**config.mk**
```make
export PLATFORM = sky130hd
export DESIGN_NAME = uart_wb_master
export DESIGN_NICKNAME = d
export VERILOG_FILES = /design/src/rtl/uart_wb_master.sv
export SDC_FILE = /design/constraint.sdc
export NUM_CORES = 1
export LEC_CHECK = 0
export ABC_AREA = 1
export BUFFER_PORTS_ARGS = -buffer_cell sky130_fd_sc_hd__buf_2
export CORE_UTILIZATION = 35
export CTS_CLUSTER_SIZE = 10
export DETAILED_ROUTE_END_ITERATION = 10
export PLACE_DENSITY = 0.62
export SLEW_MARGIN = 10
export SYNTH_ARGS = -nofsm -noshare
export SYNTH_HDL_FRONTEND = slang
export SYNTH_SLANG_ARGS = --single-unit
```
**constraint.sdc**
```tcl
create_clock -name wb_clk_i -period 3.94 [get_ports wb_clk_i]
set_input_delay 0.197 -clock wb_clk_i [delete_from_list [all_inputs] [get_ports wb_clk_i]]
set_output_delay 0.197 -clock wb_clk_i [all_outputs]
set_load 0.005 [all_outputs]
```
**src/rtl/uart_wb_master.sv**
```systemverilog
// Byte-stream command bridge to a Wishbone classic master: 'W'/'R' commands with
// big-endian address/data bytes, answered with 'K', read data, or 'E' on timeout.
module uart_wb_master #(
   parameter int unsigned TIMEOUT = 255
) (
   input  logic        wb_clk_i,
   input  logic        wb_rst_i,
   input  logic [7:0]  rx_data,
   input  logic        rx_valid,
   output logic        rx_ready,
   output logic [7:0]  tx_data,
   output logic        tx_valid,
   input  logic        tx_ready,
   output logic        wbm_cyc_o,
   output logic        wbm_stb_o,
   output logic        wbm_we_o,
   output logic [3:0]  wbm_sel_o,
   output logic [31:0] wbm_adr_o,
   output logic [31:0] wbm_dat_o,
   input  logic [31:0] wbm_dat_i,
   input  logic        wbm_ack_i,
   output logic        busy_o
);

   typedef enum logic [2:0] {IDLE, ADDR, DATA, BUS, RESP} state_t;

   localparam logic [15:0] TimeoutVal = 16'(TIMEOUT);
   localparam logic [7:0]  CmdWrite   = 8'h57;
   localparam logic [7:0]  CmdRead    = 8'h52;
   localparam logic [7:0]  RespOk     = 8'h4B;
   localparam logic [7:0]  RespErr    = 8'h45;

   state_t      state_q, state_d;
   logic        we_q, we_d;
   logic        err_q, err_d;
   logic [1:0]  byteCnt_q, byteCnt_d;
   logic [15:0] waitCnt_q, waitCnt_d;
   logic [31:0] adr_q, adr_d;
   logic [31:0] wdat_q, wdat_d;
   logic [31:0] rdat_q, rdat_d;
   logic        rdyEn_q;

   logic        rxAccept;
   logic        txAccept;
   logic        lastByte;
   logic [7:0]  respByte;

   // rdyEn_q keeps rx_ready low during reset and lets it rise on the first edge after release.
   always_ff @(posedge wb_clk_i or posedge wb_rst_i) begin
      if (wb_rst_i) begin
         state_q   <= IDLE;
         we_q      <= 1'b0;
         err_q     <= 1'b0;
         byteCnt_q <= 2'd0;
         waitCnt_q <= 16'd0;
         adr_q     <= 32'h0;
         wdat_q    <= 32'h0;
         rdat_q    <= 32'h0;
         rdyEn_q   <= 1'b0;
      end else begin
         state_q   <= state_d;
         we_q      <= we_d;
         err_q     <= err_d;
         byteCnt_q <= byteCnt_d;
         waitCnt_q <= waitCnt_d;
         adr_q     <= adr_d;
         wdat_q    <= wdat_d;
         rdat_q    <= rdat_d;
         rdyEn_q   <= 1'b1;
      end
   end

   assign rx_ready = rdyEn_q && (state_q == IDLE || state_q == ADDR || state_q == DATA);
   assign rxAccept = rx_valid && rx_ready;
   assign tx_valid = (state_q == RESP);
   assign txAccept = tx_valid && tx_ready;
   assign lastByte = err_q || we_q || (byteCnt_q == 2'd3);

   always_comb begin
      respByte = RespOk;
      if (err_q) begin
         respByte = RespErr;
      end else if (!we_q) begin
         case (byteCnt_q)
            2'd0:    respByte = rdat_q[31:24];
            2'd1:    respByte = rdat_q[23:16];
            2'd2:    respByte = rdat_q[15:8];
            default: respByte = rdat_q[7:0];
         endcase
      end
   end

   assign tx_data   = tx_valid ? respByte : 8'h00;
   assign wbm_cyc_o = (state_q == BUS);
   assign wbm_stb_o = (state_q == BUS);
   assign wbm_we_o  = (state_q == BUS) && we_q;
   assign wbm_sel_o = (state_q == BUS) ? 4'hF : 4'h0;
   assign wbm_adr_o = adr_q;
   assign wbm_dat_o = wdat_q;
   assign busy_o    = (state_q != IDLE);

   // Ack is checked before the wait counter so a late ack on the limit cycle still succeeds.
   always_comb begin
      state_d   = state_q;
      we_d      = we_q;
      err_d     = err_q;
      byteCnt_d = byteCnt_q;
      waitCnt_d = waitCnt_q;
      adr_d     = adr_q;
      wdat_d    = wdat_q;
      rdat_d    = rdat_q;
      case (state_q)
         IDLE: begin
            if (rxAccept && (rx_data == CmdWrite || rx_data == CmdRead)) begin
               we_d      = (rx_data == CmdWrite);
               byteCnt_d = 2'd0;
               state_d   = ADDR;
            end
         end
         ADDR: begin
            if (rxAccept) begin
               adr_d     = {adr_q[23:0], rx_data};
               byteCnt_d = byteCnt_q + 2'd1;
               if (byteCnt_q == 2'd3) begin
                  byteCnt_d = 2'd0;
                  waitCnt_d = 16'd0;
                  state_d   = we_q ? DATA : BUS;
               end
            end
         end
         DATA: begin
            if (rxAccept) begin
               wdat_d    = {wdat_q[23:0], rx_data};
               byteCnt_d = byteCnt_q + 2'd1;
               if (byteCnt_q == 2'd3) begin
                  byteCnt_d = 2'd0;
                  waitCnt_d = 16'd0;
                  state_d   = BUS;
               end
            end
         end
         BUS: begin
            if (wbm_ack_i) begin
               rdat_d    = wbm_dat_i;
               err_d     = 1'b0;
               byteCnt_d = 2'd0;
               state_d   = RESP;
            end else if (waitCnt_q == TimeoutVal) begin
               err_d     = 1'b1;
               byteCnt_d = 2'd0;
               state_d   = RESP;
            end else begin
               waitCnt_d = waitCnt_q + 16'd1;
            end
         end
         RESP: begin
            if (txAccept) begin
               if (lastByte) begin
                  state_d = IDLE;
               end else begin
                  byteCnt_d = byteCnt_q + 2'd1;
               end
            end
         end
         default: state_d = IDLE;
      endcase
   end

endmodule

```
# After elaboration in Yosys (flattened, before gate mapping)
# Index checks and enable logic that the tools add are counted.
# op_classes
div_mod_pow	0
shifts	0
n_reduce_logical	25
bitwise_logic	0
n_addsub	2
n_mul	0
n_lt_le_gt_ge	0
mux	31
n_eq_ne	23
# ops
operator	count
16-bit two-way mux	4
16-bit case mux with 2 select lines	1
3-bit two-way mux	9
8-bit two-way mux	3
8-bit case mux with 3 select lines	1
16-bit by 1-bit adder with 16-bit output, second input constant	1
16-bit by 8-bit == test with 1-bit output, second input constant	1
8-bit by 7-bit == test with 1-bit output, second input constant	2
3-bit case mux with 5 select lines	1
2-bit two-way mux	7
2-bit by 1-bit inequality test with 1-bit output, second input constant	7
2-bit inequality test, second input constant	5
2-bit AND reduction	5
2-bit case mux with 4 select lines	1
8-bit AND reduction	1
3-bit by 2-bit == test with 1-bit output, second input constant	2
6-bit AND reduction	1
1-bit logical AND	5
1-bit logical OR	5
5-bit AND reduction	1
2-bit == test, second input constant	2
4-bit two-way mux	1
2-bit nonzero test	2
4-bit nonzero test	1
other kinds (10)	12
# word_totals
reg_bits	120
ram_bits	0
out_inout_bits	82
inputBits	45
latch_bits	0
mem_bits_ro	0
n_memories	0
word_cells	90

# Longest topological paths before layout
# Gate-level depths: netlist (run 1).
# logic_depth
depth_word	8
ltp_mapped	11
mapped_depth_nobuf	11

# Worst setup path after synthesis (run 1)
# OpenSTA, ideal clock, no wires.
# synth_path
path_type	register to output
start	register byteCnt_q[0]
end	output tx_data[4]
t_arrival_ns	1.379
slack_ns	2.364
path_stages_with_launch	8
required_ns	3.743
path_cell_list	dfrtp_1 ha_1 clkbuf_1 inv_1 buf_2 o21ai_0 a221oi_1 nor3_1
# synth_via
elab_chain_cells	5
elab_cells_between_ends	7
classes_between	2 x eq/ne; 4 x mux; 1 x reduce/logical
# synth_lines
item	line_no	source
start, declared	36	logic [1:0] byteCnt_q, byteCnt_d;
start signal, assigned	64	byteCnt_q <= byteCnt_d;
2-bit == test (tied with other cells)	84	case (byteCnt_q)
8-bit case mux with 3 select lines (*)	84	
8-bit two-way mux (*)	83	end else if (!we_q) begin
8-bit two-way mux (*)	81	if (err_q) begin
8-bit two-way mux (*)	93	assign tx_data = tx_valid ? respByte : 8'h00;
end, declared	11	output logic [7:0] tx_data,
# Every way passes the cells marked *; elsewhere a longest branch is shown, timed or not.

# Worst setup path after layout (run 1)
# Same ends and word-level chain as after synthesis.

==> summary.txt, run 1 <==
Status
  – Outcome: finished, violations left
  – Violated checks: negative hold slack

Power
  – Logic pwr share: 31.9%
  – Switching pwr: 1.87 mW
  – LEAKAGE: 3.69 nW
  – Int Pwr: about 3.4 mW
  – P per Cell Area: 727 nW/um2
  – Clock power frac: 28.7%
  – Sw frac: a little over a third
  – Max VDD drop: 0.347 mV
  – Reg power frac: 39.4%

Layout
  – ANT cells: 0
  – Area Overhead vs Synth: 29.4%
  – Layout cells sized above 1: 21.7%
  – Fill cell total of the finished layout: 1548
  – Layout net count: 888

Detailed routing
  – Via density: 4.48
  – Drt wl/cell: 12.4 um
  – Vias: 4762
  – Drt pass-1 iters: 5
  – Drt initial violations: 232
  – Post-Route WL: 13200 um
  – Post-route ant nets: 0
  – DRC viols: 0

GRT
  – Overall Global Routing Usage: roughly 18%
  – Number of global-route vias before repair: 4530
  – Gr ovfl total: 0
  – First-pass GRT wire length: 22200 um
  – Largest net degree at the start of global routing: 75
  – Initial antenna violation count: 0

Timing
  – Worst-Margin Slew: around 0.94 ns
  – Worst Skew: 0.00756 ns
  – Setup WS post-layout: 1.55 ns
  – Fin. max-slew vios: 0
  – Fmax achieved: 419 MHz
  – Post-route setup TNS: 0 ns
  – Hold Slack: -0.00371 ns
  – Slew Limit Headroom: 37.0%
  – Final hold vios: 6
  – Crit path time final: approximately 2.4 ns
  – RSZ-0062 raised after global routing: no
  – Setup violators final: 0
  – Tcrit/Tclk final: 60.6%

Clocking
  – Clock root cell: clkbuf_16
  – CTS tree: yes
  – CTS max path bufs: 2
  – CTS Sinks: 120
  – Clk slew on worst S/H paths: 0.06 ns
  – TritonCTS buffer count: 17
  – Post-CTS Resized: 0
  – # Post-CTS Setup Buffers: 0
  – H-Tree Depth: 4
  – Clock latency at the later pin of the worst-skew pair: 0.41 ns

Synth
  – FFs w/ async S/R, synth: 100%
  – Ys Warns: 0
  – Mean Syn Cell Area: 8.10 um2
  – Yosys top cell by area: dfrtp_1
  – Mapped cell area: ~5600 um2
  – Yosys cell types: 36
  – Post-synth top area share: 54.0%
  – Largest cells by area after synthesis: dfrtp_1 54%, nand2_1 15%, nor2_1 5.0%, inv_1 4.3%, a21oi_1 3.6%
  – Mapped Cells: 686
  – Post-synth top flop: dfrtp_1
  – #FFs+latches synth: between 100 and 150
  – Seq/Total Area, Yosys: about 54%
  – Syn Nets: between 700 and 800
  – Number of synthesized flops with an enable pin: 0

Worst setup path
  – Critical path endpoint category: output pin
  – WS Path Type: reg -> out
  – Crit path DAT: 2.19 ns
  – Setup slack, reg-to-reg: 1.59 ns
  – Worst Path Max Fanout: 12
  – Worst setup SP type: flip-flop
  – CP required: 3.74 ns

Worst hold path
  – Worst hold path class: in -> async

Floorplanning
  – Initial Utilization: 36.2%
  – Row count: 45
  – Core ar.: 15400 um2
  – Top-Level Pins: 127
  – Die height: 128 um
  – Die ar.: 16400 um2
  – Die Width: 128 um

Run
  – Max Cap Viol: 0

Placed design
  – Pre-CTS WS: 1.60 ns
  – DP Wirelength: approximately 9000 um
  – Placer Congestion: 0.816
  – Port bufs: about 130
==> kinds of logic after synthesis <==
kind of cell / count (synthesis) / share of synthesized area [%]
buffers and inverters: 101 / 8.22
adder cells (fa/ha/maj): 5 / 1.13
AO/OA/AOI/OAI: 103 / 9.84
XOR/XNOR: 6 / 0.945
other: 1 / 0.0675
flip-flops: 120 / 54.0
AND/OR/NAND/NOR: 350 / 25.8
==> area by class of cell <==
type / count / area, um2 / area share (%)
inverter: 71 / 269 / 3.74
clock buffer: 19 / 443 / 6.16
sequential: 120 / 3000 / 41.7
multi-input combinational: 465 / 2100 / 29.2
tap: 211 / 264 / 3.67
clock inverter: 13 / 130 / 1.81
timing repair buffer: 163 / 986 / 13.7
==> metrics by stage <==
stage / hold WS [ns] / total power [mW] / cells / cell area, um2 / util [%]
floorplan: 0.306 / 3.12 / 686 / 5560 / -
global placement: 0.401 / 3.71 / 999 / 6310 / 41.1
detailed placement: 0.400 / 3.74 / 999 / 6310 / 41.1
CTS: 0.0158 / 5.29 / 1062 / 7190 / 46.8
global route: 0.0112 / 5.67 / 1062 / 7190 / 46.8
finish: -0.00371 / 5.23 / 1062 / 7190 / 46.8
==> synth_stat cells (3+ instances only) <==
cell type / count
buf_2: 11
dfrtp_1: 120
a21oi_1: 40
o21ai_0: 30
nor3_1: 4
nand4_1: 7
nor2_1: 74
xor2_1: 6
buf_6: 3
buf_4: 11
clkbuf_1: 5
nand2_2: 4
nand2_1: 225
ha_1: 5
inv_2: 8
nand3_1: 25
inv_1: 63
o21ai_1: 21
==> routing by layer <==
layer / share of wire [%] / GRT usage (%) / vias up
met5: 0 / 0 / -
met4: 1.0 / 6.57 / 0
met3: 3.9 / 4.92 / 10
met2: 44 / 26.0 / 110
met1: 51 / 24.5 / 2185
li1: - / - / 2457
==> worst paths after layout <==
| kind | start | endpoint | cells past startpoint |
|---|---|---|---|
| max | byteCnt_q[0] | tx_data[4] | 6 |
| min | wb_rst_i | wbm_adr_o[26] | 2 |
| max in group asynchronous | wb_rst_i | wbm_dat_o[6] | 3 |
| min reg2reg | rdat_q[30] | rdat_q[30] | 2 |
| min in group wb_clk_i | wbm_dat_i[17] | rdat_q[17] | 3 |
| max reg2reg | state_q[2] | wbm_dat_o[3] | 7 |
==> power by group through the flow <==
| stage | logic [mW] | registers, mW | clock network [mW] |
|---|---|---|---|
| after floorplan | 1.07 | 2.06 | 0 |
| after global placement | 1.64 | 2.07 | 0 |
| after detailed placement | 1.67 | 2.08 | 0 |
| after CTS | 1.70 | 2.06 | 1.54 |
| after global routing | 1.94 | 2.13 | 1.60 |
| final | 1.67 | 2.06 | 1.50 |
==> worst max-delay path: stages (launching register included) <==
cell	delay [ns]
dfrtp_1	0.42
ha_1	0.33
inv_1	0.34
o21ai_0	0.14
a221oi_1	0.29
nor3_1	0.10
buf_2	0.14
==> cells in the final DEF (no fill, tap or decap), drive strengths merged, types with 2 or more instances in the layout <==
cell type    count
nand2          230
buf            132
dfrtp          120
nor2            77
inv             71
o21ai           51
a21oi           41
dlygate4sd3     31
nand3           25
clkbuf          19
nand4            8
clkinv           8
xor2             6
ha               5
nor3             5
clkinvlp         3
or2              2
a31oi            2
a221oi           2
o211ai           2
nand3b           2
bufinv           2
==> timing repair <==
action                                  in CTS  in global routing
hold endpoints to repair                    31                  0
hold buffers                                31                  0
endpoints found under the setup margin       0                  0
==> registers in the layout, indices dropped and copies added, names as in the netlist <==
signal / flops
rdat_q: 32
wbm_adr_o: 32
wbm_dat_o: 32
waitCnt_q: 16
state_q: 3
byteCnt_q: 2
err_q: 1
rdyEn_q: 1
we_q: 1
(Power assumes the default switching activity.)
==> run 2: changes to the inputs <==
--- a/config.mk
+++ b/config.mk
@@ -10,7 +10,7 @@
 export CORE_UTILIZATION = 35
 export CTS_CLUSTER_SIZE = 10
 export DETAILED_ROUTE_END_ITERATION = 10
-export PLACE_DENSITY = 0.62
+export PLACE_DENSITY = 0.64
 export SLEW_MARGIN = 10
 export SYNTH_ARGS = -nofsm -noshare
 export SYNTH_HDL_FRONTEND = slang
==> constraint.sdc (replaced) <==
create_clock -name wb_clk_i -period 2.05 [get_ports wb_clk_i]
set_input_delay 0.1025 -clock wb_clk_i [delete_from_list [all_inputs] [get_ports wb_clk_i]]
set_output_delay 0.1025 -clock wb_clk_i [all_outputs]
set_load 0.005 [all_outputs]
==> run 2 against run 1 <==
Effect of this change: the flow now finishes without violations; via count grew 3.1%; clock power grew 100%; worst setup slack lost 1.5 ns; sequential power grew 92%; first-iteration DRC count grew 27%; hold slack gained 0.027 ns; design area grew 3.7%; critical path type unchanged.
==> summary.txt, run 2 (synthesis gave the netlist of run 1 again) <==
GRT
  – Overall Global Routing Usage: 17.7% (was 17.6%)
  – Largest net degree at the start of global routing: 121 (was 75)
  – Gr ovfl total: 0 (unchanged)
  – Initial antenna violation count: 0 (unchanged)
  – First-pass GRT wire length: 22700 um (was 22200 um)
  – Number of global-route vias before repair: 4641 (was 4530)

Worst setup path
  – Slowest cell on crit path: dfrtp_2 (was dfrtp_1)
  – Reg2reg end: waitCnt_q[13] (was wbm_dat_o[3])
  – Worst setup SP type: flip-flop (unchanged)
  – Reg2reg path depth: 10 (was 7)
  – Worst r2r src: waitCnt_q[0] (was state_q[2])
  – Crit path DAT: 1.92 ns (was 2.19 ns)
  – Buffers & Inverters on Critical Path: 3 (was 2)
  – Worst Path Max Fanout: 6 (was 12)
  – WS Path Type: reg -> out (unchanged)
  – Critical path endpoint category: output pin (unchanged)
  – Slowest stage delay, CP: 0.44 ns (was 0.42 ns)
  – Worst path top cell family by delay: flip-flops (was buffers and inverters)
  – CP Cell Sequence: inv_2 > ha_4 > inv_1 > o21ai_1 > a221oi_1 > nor3_1 > buf_2 (was ha_1 > inv_1 > o21ai_0 > a221oi_1 > nor3_1 > buf_2)
  – CP required: 1.95 ns (was 3.74 ns)
  – Setup slack, reg-to-reg: 0.24 ns (was 1.59 ns)

Power
  – Clock power frac: 29.3% (was 28.7%)
  – Int Pwr: 6.72 mW (was 3.36 mW)
  – Reg power frac: 38.2% (was 39.4%)
  – LEAKAGE: 3.78 nW (was 3.69 nW)
  – P per Cell Area: 1390 nW/um2 (was 727 nW/um2)
  – Logic pwr share: 32.5% (was 31.9%)
  – Sw frac: 35.1% (was 35.7%)
  – Switching pwr: 3.64 mW (was 1.87 mW)
  – Max VDD drop: 0.752 mV (was 0.347 mV)

Clocking
  – Clock root cell: clkbuf_16 (unchanged)
  – H-Tree Depth: 4 (unchanged)
  – CTS max path bufs: 2 (unchanged)
  – CTS tree: yes (unchanged)
  – TritonCTS buffer count: 17 (unchanged)
  – Clock latency at the later pin of the worst-skew pair: 0.42 ns (was 0.41 ns)
  – Clk slew on worst S/H paths: 0.05 ns (was 0.06 ns)
  – CTS Sinks: 120 (unchanged)

Detailed routing
  – Post-Route WL: 13600 um (was 13200 um)
  – Drt pass-1 iters: 5 (unchanged)
  – Post-route ant nets: 0 (unchanged)
  – DRC viols: 0 (unchanged)
  – Via density: 4.55 (was 4.48)
  – Drt initial violations: 294 (was 232)
  – Drt wl/cell: 12.6 um (was 12.4 um)
  – Vias: 4909 (was 4762)

Layout
  – Non-Filler Instances: 1078 (was 1062)
  – ANT cells: 0 (unchanged)
  – Area Overhead vs Synth: 34.2% (was 29.4%)
  – Layout cells sized above 1: 23.4% (was 21.7%)
  – Fill cell total of the finished layout: 1516 (was 1548)
  – Commonest non-fill, non-tap cell in the layout: nand2_1 (unchanged)
  – Layout net count: 904 (was 888)
  – Commonest non-fill, non-tap cells in the layout: 225 x nand2_1, 126 x buf_2, 118 x dfrtp_1 (was 225 x nand2_1, 126 x buf_2, 120 x dfrtp_1)

Timing
  – Setup WS post-layout: 0.0318 ns (was 1.55 ns)
  – Slew Limit Headroom: 56.9% (was 37.0%)
  – Worst-Margin Slew: 0.646 ns (was 0.942 ns)
  – Tcrit/Tclk final: 98.4%
  – Fin. max-slew vios: 0 (unchanged)
  – Final hold vios: 0 (was 6)
  – Setup violators final: 0 (unchanged)
  – RSZ-0062 raised after global routing: yes (was no)
  – Crit path time final: around 2.0 ns
  – Worst Skew: 0.00805 ns (was 0.00756 ns)
  – Fmax achieved: 495 MHz

Floorplanning
  – Die ar.: 16400 um2 (unchanged)
  – Top-Level Pins: 127 (unchanged)
  – Die height: 128 um (unchanged)
  – Core ar.: 15400 um2 (unchanged)
  – Row count: 45 (unchanged)
  – Initial Utilization: 36.2% (unchanged)
  – Die Width: 128 um (unchanged)

Worst hold path
  – Hold path endpoint: state_q[2]
  – Hold Path Stages: 3
  – Worst hold path class: in -> reg (was in -> async)
  – HP Start: tx_ready

Placed design
  – Pre-CTS WS: 0.193 ns (was 1.60 ns)
  – DP Wirelength: 8760 um (was 8990 um)
  – Post-placement cell count: 1001 (was 999)
  – Port bufs: 126 (unchanged)
  – Placer Congestion: 0.844 (was 0.816)

Run
  – Max Cap Viol: 0 (unchanged)

Status
  – Outcome: complete, no violations (was finished, violations left)
==> run 2: cell types whose count changed in the layout (fill, tap and decap cells not counted), sizes merged <==
cell	change
clkbuf	+4
buf	+5
dlygate4sd3	+11
clkinv	-3
inv	-1
==> run 2: tightest hold or removal path, delay by kind of cell <==
| family | cells | cell delay [ns] |
|---|---|---|
| simple gates | 2 | 0.19 |
| buf+inv | 1 | 0.09 |
==> run 2: per-layer routing <==
layer | up-vias | track usage, % | part of all wire (%)
li1 | 2490 | - | -
met1 | 2281 | 24.3 | 49
met2 | 124 | 27.4 | 45
met3 | 14 | 3.67 | 4.3
met4 | 0 | 7.06 | 1.4
met5 | - | 0 | 0
==> run 2: how the worst max path moves through the flow <==
stage,slack [ns],cells past startpoint,from,to
final,0.03,7,byteCnt_q[1],tx_data[7]
after floorplan,0.48,1,wb_rst_i,byteCnt_q[0]
after detailed placement,0.19,10,waitCnt_q[0],waitCnt_q[13]
after global placement,0.27,10,waitCnt_q[0],waitCnt_q[13]
after CTS,-0.002,7,byteCnt_q[1],tx_data[7]
after global routing,-0.06,7,byteCnt_q[1],tx_data[7]
==> run 2: metrics by stage <==
step / TNS (ns) / total power [mW] / hold slack [ns] / utilization, % / instance area (um2)
after detailed placement: 0 / 7.21 / 0.308 / 41.3 / 6350
after global placement: 0 / 7.14 / 0.308 / 41.3 / 6350
after CTS: -0.00182 / 10.4 / 0.00246 / 48.1 / 7390
after global routing: -0.0620 / 11.2 / 0.0314 / 48.5 / 7460
final: 0 / 10.4 / 0.0230 / 48.5 / 7460
after floorplan: 0 / 6.00 / 0.211 / - / 5560
==> run 2: power groups by stage <==
stage	logic, mW	registers [mW]	clock network, mW
CTS	3.34	3.94	3.11
finish	3.37	3.96	3.04
global placement	3.19	3.95	0
detailed placement	3.25	3.96	0
global route	3.92	4.08	3.19
floorplan	2.05	3.95	0
==> run 2: repair_timing <==
item	4_1_cts	5_1_grt
hold endpoints to repair	167	0
pin swaps	0	1
setup buffers	0	3
setup endpoints to repair	4	12
hold buffers	42	0
gates resized for setup	4	13
cloned	0	0
==> run 2: area by class of cell <==
type / instances / area (um2) / share of cell area, %
Multi-Input combinational cell: 465 / 2150 / 28.8
Clock buffer: 23 / 498 / 6.67
Clock inverter: 9 / 115 / 1.54
Sequential cell: 120 / 3010 / 40.3
Timing Repair Buffer: 179 / 1160 / 15.5
Tap cell: 211 / 264 / 3.54
Inverter: 71 / 270 / 3.62
==> run 3: changes to the inputs <==
--- a/config.mk
+++ b/config.mk
@@ -10,7 +10,7 @@
 export CORE_UTILIZATION = 35
 export CTS_CLUSTER_SIZE = 10
 export DETAILED_ROUTE_END_ITERATION = 10
-export PLACE_DENSITY = 0.64
+export PLACE_DENSITY = 0.69
 export SLEW_MARGIN = 10
 export SYNTH_ARGS = -nofsm -noshare
 export SYNTH_HDL_FRONTEND = slang
==> run 3 against run 2 <==
Effect of this change: design area shrank 0.44%; hold slack worse by 0.0092 ns; sequential share of layout area grew 0.18 points; highest routed layer unchanged; wire length fell by 1.6%.
==> summary.txt, run 3 (synthesis gave the netlist of run 1 again) <==
Floorplanning
  – Top-Level Pins: 127 (unchanged)
  – Die height: 128 um (unchanged)
  – Die ar.: 16400 um2 (unchanged)
  – Core ar.: 15400 um2 (unchanged)
  – Initial Utilization: 36.2% (unchanged)
  – Die Width: 128 um (unchanged)
  – Row count: 45 (unchanged)

Layout
  – Final core occ: 48.3% (was 48.5%)
  – Commonest non-fill, non-tap cells in the layout: 225 x nand2_1, 126 x buf_2, 118 x dfrtp_1 (unchanged)
  – ANT cells: 0 (unchanged)
  – Area Overhead vs Synth: 33.6% (was 34.2%)
  – Layout net count: 904 (unchanged)
  – Fill cell total of the finished layout: 1493 (was 1516)
  – Multi-input logic area: 2140 um2 (was 2150 um2)
  – Design Area, Final: 7430 um2 (was 7460 um2)
  – Layout cells sized above 1: 22.8% (was 23.4%)
  – Register area: 3010 um2 (unchanged)
  – Commonest non-fill, non-tap cell in the layout: nand2_1 (unchanged)

Placed design
  – Placed standard-cell area: 6360 um2 (was 6350 um2)
  – Port bufs: 126 (unchanged)
  – Placer Congestion: 0.848 (was 0.844)
  – DP Wirelength: 8820 um (was 8760 um)

Timing
  – Slew Limit Headroom: 57.9% (was 56.9%)
  – Worst-Margin Slew: 0.631 ns (was 0.646 ns)
  – Fmax achieved: 519 MHz (was 495 MHz)
  – Final hold vios: 0 (unchanged)
  – Post-route setup TNS: 0 ns (unchanged)
  – Worst Skew: 0.0109 ns (was 0.00805 ns)
  – Setup violators final: 0 (unchanged)
  – Tcrit/Tclk final: 94.0% (was 98.4%)
  – RSZ-0062 raised after global routing: no (was yes)
  – Crit path time final: 1.93 ns (was 2.02 ns)
  – Fin. max-slew vios: 0 (unchanged)

Clocking
  – CTS Sinks: 120 (unchanged)
  – CTS tree: yes (unchanged)
  – Clock root cell: clkbuf_16 (unchanged)
  – CTS max path bufs: 2 (unchanged)
  – H-Tree Depth: 4 (unchanged)
  – TritonCTS buffer count: 17 (unchanged)
  – Clk slew on worst S/H paths: 0.05 ns (about the same)
  – Clock latency at the later pin of the worst-skew pair: 0.41 ns (was 0.42 ns)

Power
  – Pwr Total: 10.3 mW (was 10.4 mW)
  – LEAKAGE: 3.76 nW (was 3.78 nW)
  – Max VDD drop: 0.703 mV (was 0.752 mV)
  – P per Cell Area: 1380 nW/um2 (was 1390 nW/um2)

Detailed routing
  – Via density: 4.53 (was 4.55)
  – Drt pass-1 iters: 5 (unchanged)
  – Post-route ant nets: 0 (unchanged)
  – Vias: 4868 (was 4909)
  – Drt wl/cell: 12.4 um (was 12.6 um)
  – Drt initial violations: 358 (was 294)
  – Post-Route WL: 13400 um (was 13600 um)
  – DRC viols: 0 (unchanged)

Run
  – Max Cap Viol: 0 (unchanged)

GRT
  – Gr ovfl total: 0 (unchanged)
  – Number of global-route vias before repair: 4577 (was 4641)
  – GRT met3 Usage: 5.30% (was 3.67%)
  – Grt peak-use layer: met2 (unchanged)
  – Largest net degree at the start of global routing: 121 (unchanged)
  – Met1 Resource Use GR: 23.1% (was 24.3%)
  – Grt met2 use: 26.0% (was 27.4%)
  – First-pass GRT wire length: 21900 um (was 22700 um)
  – Initial antenna violation count: 0 (unchanged)
  – Overall Global Routing Usage: 17.3% (was 17.7%)

Worst setup path
  – Worst setup SP type: flip-flop (unchanged)
  – CP required: 1.95 ns (about the same)
  – Critical path endpoint category: output pin (unchanged)
  – Crit path DAT: 1.82 ns (was 1.92 ns)
  – WS Path Type: reg -> out (unchanged)
  – Setup slack, reg-to-reg: 0.18 ns (was 0.24 ns)
  – Worst Path Max Fanout: 7 (was 6)

Status
  – Outcome: complete, no violations (unchanged)

Worst hold path
  – Worst hold path class: in -> reg (unchanged)
==> run 3: final cells by class <==
type / count / share of cell area, %
clock inverters: 8 / 1.67
flip-flops and latches: 120 / 40.5
inverters: 71 / 3.67
well taps: 211 / 3.55
clock buffers: 21 / 6.20
multi-input cells: 465 / 28.9
repair buffers: 179 / 15.6
==> run 3: repair_timing <==
item,CTS,global route
endpoints found under the setup margin,3,9
setup buffers,0,2
gates resized for setup,4,12
hold endpoints to repair,166,0
cloned,0,0
pin swaps,0,1
hold buffers,42,0
==> run 3: worst paths after layout <==
check	startpoint	endpoint	cells past startpoint
setup / recovery	we_q	tx_data[5]	4
hold / removal	rx_data[2]	wbm_dat_o[2]	3
setup reg to reg	waitCnt_q[0]	waitCnt_q[2]	10
hold reg to reg	rdat_q[28]	rdat_q[28]	2
max in group asynchronous	wb_rst_i	byteCnt_q[0]	4
min in group asynchronous	wb_rst_i	wbm_adr_o[26]	4
==> run 3: critical path, cell delays in order, from the launching register on <==
cell	delay, ns
dfrtp_1	0.47
nor2_1	0.22
nand3_1	0.22
a311oi_1	0.33
buf_2	0.18
==> run 3: per-layer routing <==
| metal | vias up | share of wire [%] | wire (um) |
|---|---|---|---|
| met3 | 14 | 5.3 | 706 |
| met4 | 0 | 1.3 | 168 |
| li1 | 2496 | - | - |
| met5 | - | 0 | 0 |
| met2 | 129 | 45 | 6060 |
| met1 | 2229 | 48 | 6420 |
==> run 3: report_power, final <==
group	internal [mW]	total [mW]	switching, mW
clock	1.95	2.96	1.01
sequential	3.35	3.96	0.606
combinational	1.41	3.34	1.93
==> run 3: stage by stage <==
| stage | setup slack [ns] | hold WS (ns) | std cells |
|---|---|---|---|
| floorplan | 0.478 | 0.211 | 686 |
| detailed placement | 0.203 | 0.308 | 1002 |
| CTS | 0.0323 | 0.000710 | 1073 |
| global route | 0.0189 | 0.0218 | 1075 |
| finish | 0.124 | 0.0138 | 1075 |
| global placement | 0.305 | 0.307 | 1002 |
